**src/rtl/node_mem_pkg.sv**
```systemverilog
// Shared definitions for the node data memory: geometry, memory map,
// requester indices and the port arbiter state encoding.
package node_mem_pkg;

  localparam int ADDR_W = 11;
  localparam int DATA_W = 16;

  localparam logic [ADDR_W-1:0] NEIGHBOR_ID_BASE = 11'h048;
  localparam logic [ADDR_W-1:0] BATTERY_BASE     = 11'h148;
  localparam logic [ADDR_W-1:0] QVALUE_BASE      = 11'h1C8;
  localparam int                WORD_STRIDE      = 2;

  localparam int REQ_REWARD  = 0;
  localparam int REQ_BESTHOP = 1;
  localparam int REQ_QUPDATE = 2;

  typedef enum logic {
    ST_IDLE = 1'b0,
    ST_OWN  = 1'b1
  } arb_state_t;

  // Address of entry idx in a table starting at base.
  function automatic logic [ADDR_W-1:0] word_addr(input logic [ADDR_W-1:0] base,
                                                  input int unsigned idx);
    return base + ADDR_W'(idx * WORD_STRIDE);
  endfunction

endpackage

```
**src/rtl/mem_port_arbiter_rr_pick.sv**
```systemverilog
// Combinational round-robin picker: first candidate after i_last (with
// wrap-around) that is requesting and not masked by i_excl.
module rr_pick #(
  parameter int NREQ  = 3,
  parameter int IDX_W = $clog2(NREQ)
) (
  input  logic [NREQ-1:0]  i_req,
  input  logic [IDX_W-1:0] i_last,
  input  logic [NREQ-1:0]  i_excl,
  output logic [NREQ-1:0]  o_pick,
  output logic             o_valid
);

  logic [NREQ-1:0]  w_cand;
  logic [IDX_W:0]   w_sum;
  logic [IDX_W-1:0] w_idx;

  assign w_cand = i_req & ~i_excl;

  always_comb begin
    o_pick  = '0;
    o_valid = 1'b0;
    w_sum   = '0;
    w_idx   = '0;
    for (int k = 1; k <= NREQ; k++) begin
      // i_last + k never exceeds 2*NREQ-1, so one conditional subtract wraps it.
      w_sum = {1'b0, i_last} + (IDX_W+1)'(k);
      if (w_sum >= (IDX_W+1)'(NREQ))
        w_sum = w_sum - (IDX_W+1)'(NREQ);
      w_idx = w_sum[IDX_W-1:0];
      if (!o_valid && w_cand[w_idx]) begin
        o_pick[w_idx] = 1'b1;
        o_valid       = 1'b1;
      end
    end
  end

endmodule

```
**src/rtl/mem_port_arbiter.sv**
```systemverilog
// Burst-granting round-robin arbiter for the single-port node data memory,
// with a hold watchdog that preempts an owner starving other requesters.
module mem_port_arbiter #(
  parameter int NREQ     = 3,
  parameter int ADDR_W   = node_mem_pkg::ADDR_W,
  parameter int DATA_W   = node_mem_pkg::DATA_W,
  parameter int MAX_HOLD = 64
) (
  input  logic                   clock,
  input  logic                   nrst,
  input  logic [NREQ-1:0]        req,
  input  logic [NREQ-1:0]        req_we,
  input  logic [NREQ*ADDR_W-1:0] req_addr,
  input  logic [NREQ*DATA_W-1:0] req_wdata,
  output logic [NREQ-1:0]        grant,
  output logic [DATA_W-1:0]      rdata,
  output logic [NREQ-1:0]        rvalid,
  output logic [NREQ-1:0]        preempt,
  output logic [ADDR_W-1:0]      mem_addr,
  output logic                   mem_we,
  output logic [DATA_W-1:0]      mem_wdata,
  input  logic [DATA_W-1:0]      mem_rdata
);

  import node_mem_pkg::*;

  localparam int IDX_W = $clog2(NREQ);
  localparam int CNT_W = $clog2(MAX_HOLD + 1);

  arb_state_t       r_state, w_state_nxt;
  logic [NREQ-1:0]  r_grant, w_grant_nxt;
  logic [NREQ-1:0]  r_preempt, w_preempt_nxt;
  logic [NREQ-1:0]  r_rvalid;
  logic [IDX_W-1:0] r_last_owner, w_last_nxt;
  logic [CNT_W-1:0] r_hold_cnt, w_hold_nxt;

  logic [IDX_W-1:0] w_owner_idx;
  logic [IDX_W-1:0] w_pick_last;
  logic             w_owner_req;
  logic             w_others;
  logic [NREQ-1:0]  w_pick;
  logic             w_pick_vld;

  always_comb begin
    w_owner_idx = '0;
    for (int i = 0; i < NREQ; i++)
      if (r_grant[i]) w_owner_idx = IDX_W'(i);
  end

  assign w_owner_req = |(r_grant & req);
  assign w_others    = |(req & ~r_grant);

  // While owning, the scan starts after the current owner and skips it, which
  // serves IDLE, release and preemption with the same picker.
  assign w_pick_last = (r_state == ST_OWN) ? w_owner_idx : r_last_owner;

  rr_pick #(
    .NREQ  (NREQ),
    .IDX_W (IDX_W)
  ) u_rr_pick (
    .i_req   (req),
    .i_last  (w_pick_last),
    .i_excl  (r_grant),
    .o_pick  (w_pick),
    .o_valid (w_pick_vld)
  );

  always_comb begin
    w_state_nxt   = r_state;
    w_grant_nxt   = r_grant;
    w_last_nxt    = r_last_owner;
    w_hold_nxt    = r_hold_cnt;
    w_preempt_nxt = '0;
    case (r_state)
      ST_IDLE: begin
        if (w_pick_vld) begin
          w_grant_nxt = w_pick;
          w_state_nxt = ST_OWN;
          w_hold_nxt  = '0;
        end
      end
      ST_OWN: begin
        if (!w_owner_req) begin
          w_last_nxt = w_owner_idx;
          w_hold_nxt = '0;
          if (w_pick_vld) begin
            w_grant_nxt = w_pick;
          end else begin
            w_grant_nxt = '0;
            w_state_nxt = ST_IDLE;
          end
        end else if (w_others && r_hold_cnt == CNT_W'(MAX_HOLD - 1)) begin
          w_preempt_nxt = r_grant;
          w_last_nxt    = w_owner_idx;
          w_grant_nxt   = w_pick;
          w_hold_nxt    = '0;
        end else if (w_others && r_hold_cnt != CNT_W'(MAX_HOLD)) begin
          w_hold_nxt = r_hold_cnt + CNT_W'(1);
        end
      end
      default: begin
        w_state_nxt = ST_IDLE;
        w_grant_nxt = '0;
      end
    endcase
  end

  always_ff @(posedge clock) begin
    if (!nrst) begin
      r_state      <= ST_IDLE;
      r_grant      <= '0;
      r_preempt    <= '0;
      r_rvalid     <= '0;
      r_last_owner <= IDX_W'(NREQ - 1);
      r_hold_cnt   <= '0;
    end else begin
      r_state      <= w_state_nxt;
      r_grant      <= w_grant_nxt;
      r_preempt    <= w_preempt_nxt;
      r_rvalid     <= r_grant & req & ~req_we;
      r_last_owner <= w_last_nxt;
      r_hold_cnt   <= w_hold_nxt;
    end
  end

  // Memory port mux follows the registered grant; writes need a live req.
  always_comb begin
    mem_addr  = '0;
    mem_we    = 1'b0;
    mem_wdata = '0;
    for (int i = 0; i < NREQ; i++) begin
      if (r_grant[i]) begin
        mem_addr  = req_addr[i*ADDR_W +: ADDR_W];
        mem_wdata = req_wdata[i*DATA_W +: DATA_W];
        mem_we    = req_we[i] & req[i];
      end
    end
  end

  assign grant   = r_grant;
  assign preempt = r_preempt;
  assign rvalid  = r_rvalid;
  assign rdata   = mem_rdata;

endmodule

```
**config.mk**
```make
export PLATFORM = sky130hd
export DESIGN_NAME = mem_port_arbiter
export DESIGN_NICKNAME = d
export VERILOG_FILES = /design/src/rtl/node_mem_pkg.sv /design/src/rtl/mem_port_arbiter_rr_pick.sv /design/src/rtl/mem_port_arbiter.sv
export SDC_FILE = /design/constraint.sdc
export NUM_CORES = 1
export LEC_CHECK = 0
export ABC_AREA = 1
export CORE_UTILIZATION = 34
export CTS_BUF_LIST = sky130_fd_sc_hd__clkbuf_2
export CTS_CLUSTER_DIAMETER = 30
export DETAILED_ROUTE_END_ITERATION = 10
export PLACE_DENSITY = 0.84
export SYNTH_ARGS = -nofsm -noshare
export SYNTH_HDL_FRONTEND = slang
export SYNTH_SLANG_ARGS = --single-unit
```
**constraint.sdc**
```tcl
create_clock -name clock -period 2.6 [get_ports clock]
set_input_delay 0.52 -clock clock [delete_from_list [all_inputs] [get_ports clock]]
set_output_delay 0.52 -clock clock [all_outputs]
set_load 0.01 [all_outputs]
```
* Yosys cells after proc, flatten, opt, wreduce, memory -nomap -nowiden *
Cells that the tools add are included.

storage, ports and cells
  flip-flop bits (word level) = 19
  bits of input ports = 105
  output and inout port bits = 53
  logic and storage cells = 102

cells by class
  $add $sub $neg = 7
  $lt $le $gt $ge = 9
  equality and inequality tests = 6
  multiplexer cells = 48
  bitwise gates (word level) = 11
  reductions and logical operators = 15

operator list
  cell                   count
  $mux W16               3
  $mux W11               3
  $mux W7                4
  $mux W3                7
  $mux W1                15
  $mux W2                7
  $pmux W7 S2            1
  $and A3 B3 Y3          3
  $ge A3 B2 Y1 const B   3
  $lt A2 B3 Y1 const B   3
  $add A7 B1 Y7 const B  1
  $eq A7 B6 Y1 const B   1
  $logic_and A1 B1 Y1    7
  $ne A7 B7 Y1 const B   1
  $add A2 B2 Y3 const B  2
  $bmux W1 S2            3
  $demux W1 S2           3
  $ge A2 B1 Y1 const B   3
  $not A3 Y3             2
  $or A3 B3 Y3           2
  $pmux W3 S2            1
  $reduce_and A2 Y1      3
  $reduce_or A3 Y1       2
  $sub A2 B2 Y2 const B  3
  9 further kinds        13

* Longest topological paths before layout *
Gate-level depths: netlist of run 1.

  word-level depth = 18
  depth in mapped cells = 16
  mapped depth without buffers = 16

* Cells and area by module *
From an unflattened synthesis of run 1, not the netlist that was laid out.

unflattened totals
  cells, all modules = 316
  area total of the unflattened synthesis = 2,001.9 um^2

modules (own cells, without submodules)
  module            instances  cells each  area each (um^2)  sequential area each (um^2)
  mem_port_arbiter  1          267         1,706.6           380.4
  rr_pick           1          49          295.3             0.0

* Worst setup path before layout of run 1 *
OpenSTA, ideal clock, no wires.

  path kind = flip-flop to flip-flop
  from = register r_grant[1], in the netlist grant[1]
  to = register r_hold_cnt[5]
  setup time = 130 ps
  arrival time = 2,062 ps
  data required time = 2,470 ps
  setup slack = 408 ps
  cell stages (with the launch flop) = 16
  path buffers = 1
  period minus slack after synthesis = 2,192 ps
  cells stage by stage = dfxtp_1 buf_4 nand3_1 nand2_1 inv_1 ha_1 inv_1 nand2_1 nand3_1 nand2_2 nor2_8 nand3_4 nand2_4 nand2_1 nand2_1 nor2_1

on the way
  longest elaborated chain between the ends = 17
  elaborated cells on any way between the ends = 41

ends and longest elaborated chain
  item                                           RTL line                                                        text
  start: declaration                             mem_port_arbiter.sv:31                                          logic [NREQ-1:0] r_grant, w_grant_nxt;
  start signal: assignment                       mem_port_arbiter.sv:118                                         r_grant <= w_grant_nxt;
  $mux W1                                        mem_port_arbiter.sv:47                                          if (r_grant[i]) w_owner_idx = IDX_W'(i);
  $mux W2                                        mem_port_arbiter.sv:47
  $mux W2                                        mem_port_arbiter.sv:55                                          assign w_pick_last = (r_state == ST_OWN) ? w_owner_idx : r_last_owner;
  $add A2 B1 Y3                                  mem_port_arbiter_rr_pick.sv:27                                  w_sum = {1'b0, i_last} + (IDX_W+1)'(k);
  $ge A3 B2 Y1 or $sub A2 B2 Y2 (tied branches)  mem_port_arbiter_rr_pick.sv:28, mem_port_arbiter_rr_pick.sv:29
  $mux W2                                        mem_port_arbiter_rr_pick.sv:28                                  if (w_sum >= (IDX_W+1)'(NREQ))
  $bmux W1 S2                                    mem_port_arbiter_rr_pick.sv:31                                  if (!o_valid && w_cand[w_idx]) begin
  $mux W1 (not written as such)                  mem_port_arbiter_rr_pick.sv:31
  $mux W1                                        mem_port_arbiter_rr_pick.sv:31
  $logic_not A1 Y1                               mem_port_arbiter_rr_pick.sv:31
  $logic_and A1 B1 Y1                            mem_port_arbiter_rr_pick.sv:31
  $mux W1                                        mem_port_arbiter_rr_pick.sv:31
  $logic_not A1 Y1                               mem_port_arbiter_rr_pick.sv:31
  $logic_and A1 B1 Y1                            mem_port_arbiter_rr_pick.sv:31
  $mux W1                                        mem_port_arbiter_rr_pick.sv:31
  $ne A2 B1 Y1 (no line)                         n/a
  $reduce_and A2 Y1 (no line)                    n/a
  end signal: assignment                         mem_port_arbiter.sv:122                                         r_hold_cnt <= w_hold_nxt;
  end: declaration                               mem_port_arbiter.sv:35                                          logic [CNT_W-1:0] r_hold_cnt, w_hold_nxt;

Several ways; a longest one is shown, not always the timed one. The select of a mux whose other input is x is not followed.
A chain may end at the register's enable or synchronous reset.

* Worst setup path after layout of run 1 *
  from = register r_grant[1], in the netlist grant[1]
  to = output mem_wdata[8]

on the way
  longest elaborated chain between the ends = 2

ends and longest elaborated chain
  item                   RTL line                 text
  $mux W16 (2 in a row)  mem_port_arbiter.sv:132  if (r_grant[i]) begin
  end: declaration       mem_port_arbiter.sv:21   output logic [DATA_W-1:0] mem_wdata,

No other way between the ends.

==> flow_metrics.tcl, run 1 <==
set metrics [dict create \
    cpPeakStageDelay_ns 0.58 \
    grtUsageTotal 0.226 \
    p_switching_mw 1.05 \
    hold_viol_final 0 \
    synthDistinctLibCells 30 \
    place_area_sq_mm 0.00311 \
    max-vdd-ir-drop_uv 422 \
    rows 26 \
    vias 2426 \
    p_sw_frac 0.486 \
    ys_seq_area_frac 0.201 \
    syn_inst 302 \
    core-area_sq_mm 0.00524 \
    ant_nets 0 \
    drt_iter0_drc 139 \
    worstSetupStartpointType "register" \
    hold_class "register to register" \
    dp_hpwl_um 5700 \
    worst-setup-path-type "register to primary output" \
    syn_nets 414 \
    timing.final.crit_share 0.991 \
    setup_ws_ns 0.0240 \
    final_layout_size_suffix_gt1_frac 0.105 \
    grt_pass1_wl_um 10800 \
    critical_path.max_fanout 14 \
    overflow 0 \
    cellInternalPower_mw 1.11 \
    leakagePower_nw 1.53 \
    clk_pin_slew_ns 0.18 \
    ys_ff_latch 19 \
    final.fill_count 476 \
    design_area_sq_mm 0.00323 \
    netlist_area_sq_mm 0.00190 \
    clkLatencyLatePin_ns 0.31 \
    antenna_found_initial 0 \
    route.detailed.drc 0 \
    combPwrFrac 0.754 \
    dieArea_sq_mm 0.00588 \
    power_density_mw_per_mm2 666 \
    min_period_ns 2.58 \
    synth_flop_cell "dfxtp_1" \
    place_ws_ns 0.0670 \
    netlist_top_cells_count "nand2_1 (76), nand3_1 (39), o21ai_0 (30)" \
    slowest_stage "clkdlybuf4s50_1" \
    clock_skew_ns 0.00400 \
    async_reset_ff_frac 0 \
    cp.required_ns 2.08 \
    firstDrtPassIters 4 \
    worstMarginPinSlew_ns 0.393 \
    cp-end-kind "primary output" \
    hold_buffers 0 \
    synth-edff-count 0 \
    layout.nets 521 \
    maxSlewViolCount 0 \
    worstPathArrival_ns 2.06 \
    start_util 0.362 \
    wl_um 7250 \
    drv_cap 0 \
    clock.fmax_mhz 388 \
    cp_cell_sequence "buf_4, nor2_4, clkbuf_16, a22oi_1, o21ai_0, clkdlybuf4s50_1" \
    status "completed" \
    drt-vias-per-instance 5.08 \
    antenna_cells 0 \
    clockBufferDepth 2 \
    synth_top_cells_by_area "dfxtp_1 (20%), nand2_1 (15%), nand3_1 (10%), a22oi_1 (10%), o21ai_0 (7.9%)" \
    yosysTopAreaCellShare 0.201 \
    ctsHtreeMaxLevel 1 \
    clockPowerShare 0.060 \
    die_width_um 76.7 \
    ios 158 \
    grt_max_degree 48 \
    root_buffer "clkbuf_2" \
    cts_num_sinks 19 \
    io_buffers 125 \
    relSlewSlack 0.738 \
    ys_warn_count 0 \
    die_h_um 76.7 \
    synth_largest_area_cell "dfxtp_1" \
    power_frac_seq 0.186 \
    area_delta_synth_final_pct 70.6 \
    synthMostInstantiatedCell "nand2_1" \
    globalplace.congestion 0.922 \
    wl_per_cell_um 15.2 \
    rsz0062_at_grt "true" \
    cts_tree "done" \
    cts_made_buffers 3 \
    setup_viol 0 \
    avgSynthCellArea_sq_um 6.28 \
    grt_pass1_vias 2209 \
]
-- power groups by stage --
stage	combinational (mW)	sequential, mW	clock [mW]
floorplan	1.00	0.395	0
global placement	1.55	0.402	0
detailed placement	1.59	0.401	0
CTS	1.59	0.395	0.130
global route	1.80	0.406	0.143
finish	1.62	0.400	0.130
-- layout make-up --
type                       instances  area [sq um]  area share
inverter                          24          90.1      0.0279
tap                               70          87.6      0.0271
clock buffer                       3          15.0     0.00464
timing repair buffer             133          1400       0.433
clock inverter                     1          5.00     0.00155
multi-input combinational        228          1250       0.387
sequential                        19           385       0.119
-- metal layers --
| layer | track usage | up-vias | part of all wire |
|---|---|---|---|
| met5 | 0 | - | 0 |
| met2 | 0.386 | 111 | 0.48 |
| met4 | 0.0269 | 0 | 0.0065 |
| li1 | - | 1221 | - |
| met3 | 0.0750 | 10 | 0.092 |
| met1 | 0.281 | 1084 | 0.42 |
-- sequential cells by signal, summed over array words and instances, names as in the netlist --
name	count
r_hold_cnt	7
grant	3
preempt	3
rvalid	3
r_last_owner	2
r_state	1
-- timing repair --
item,CTS,global route
setup buffers,0,1
setup endpoints to repair,0,38
gates resized for setup,0,30
-- critical path: cells and delay by family (launching register included) --
kind / cells / cell delay, ns
AND/OR/NAND/NOR: 1 / 0.15
AO/OA/AOI/OAI: 2 / 0.28
buffers and inverters: 3 / 0.94
flip-flops: 1 / 0.37
-- metrics by stage --
step | power [mW] | cells | util | TNS, ns | hold WS, ns
6_report | 2.15 | 478 | 0.617 | 0 | 0.498
5_1_grt | 2.35 | 478 | 0.617 | -0.0660 | 0.506
4_1_cts | 2.12 | 476 | 0.597 | 0 | 0.494
3_5_place_dp | 1.99 | 472 | 0.593 | 0 | 0.471
3_3_place_gp | 1.95 | 472 | 0.593 | 0 | 0.460
2_1_floorplan | 1.40 | 302 | - | 0 | 0.444
-- placed cells by master, fill, tap and decap left out, types with 2 or more instances in the layout --
cell / instances
clkdlybuf4s50_1: 106
a21oi_2: 3
dfxtp_2: 4
nor2_1: 15
ha_1: 7
a21oi_1: 5
buf_4: 4
nand2_2: 5
o21ai_0: 28
inv_2: 9
nor3_1: 3
nand2_1: 75
dlymetal6s2s_1: 19
xor2_1: 3
nand4_1: 4
dfxtp_1: 15
clkbuf_2: 3
a22oi_1: 26
nand2_4: 2
nand3_1: 39
o21ai_1: 3
inv_1: 15
-- path summary, 6_finish.rpt --
path / start / end / slack [ns] / cells after the start
worst min-delay path: r_last_owner[0]$_SDFFE_PN0P_ / r_last_owner[0]$_SDFFE_PN0P_ / 0.50 / 2
worst min register to register: r_last_owner[0]$_SDFFE_PN0P_ / r_last_owner[0]$_SDFFE_PN0P_ / 0.50 / 2
worst max register to register: grant[2]$_SDFFE_PN0P_ / r_hold_cnt[0]$_SDFFE_PN0P_ / 0.26 / 15
worst max-delay path: grant[1]$_SDFFE_PN0P_ / mem_wdata[8] / 0.02 / 6
-- kinds of logic (layout without fill, tap and decap cells) --
family                     count (synthesis)  count (layout)  synth area share
AOI/OAI and AO/OA                         68              68             0.222
xor gates and xnor gates                   3               3            0.0139
adders and majority gates                  7               7            0.0462
DFF                                       19              19             0.201
buffers and inverters                     55             161             0.146
and+or+nand+nor                          150             150             0.371
(Power assumes the default switching activity.)
==> inputs of run 2 (changes only) <==
--- a/config.mk
+++ b/config.mk
@@ -6,6 +6,7 @@
 export NUM_CORES = 1
 export LEC_CHECK = 0
 export ABC_AREA = 1
+export CAP_MARGIN = 15
 export CORE_UTILIZATION = 34
 export CTS_BUF_LIST = sky130_fd_sc_hd__clkbuf_2
 export CTS_CLUSTER_DIAMETER = 30
==> results of run 2 <==
Same layout as run 1: the final DEF is identical, and so are final timing and power.
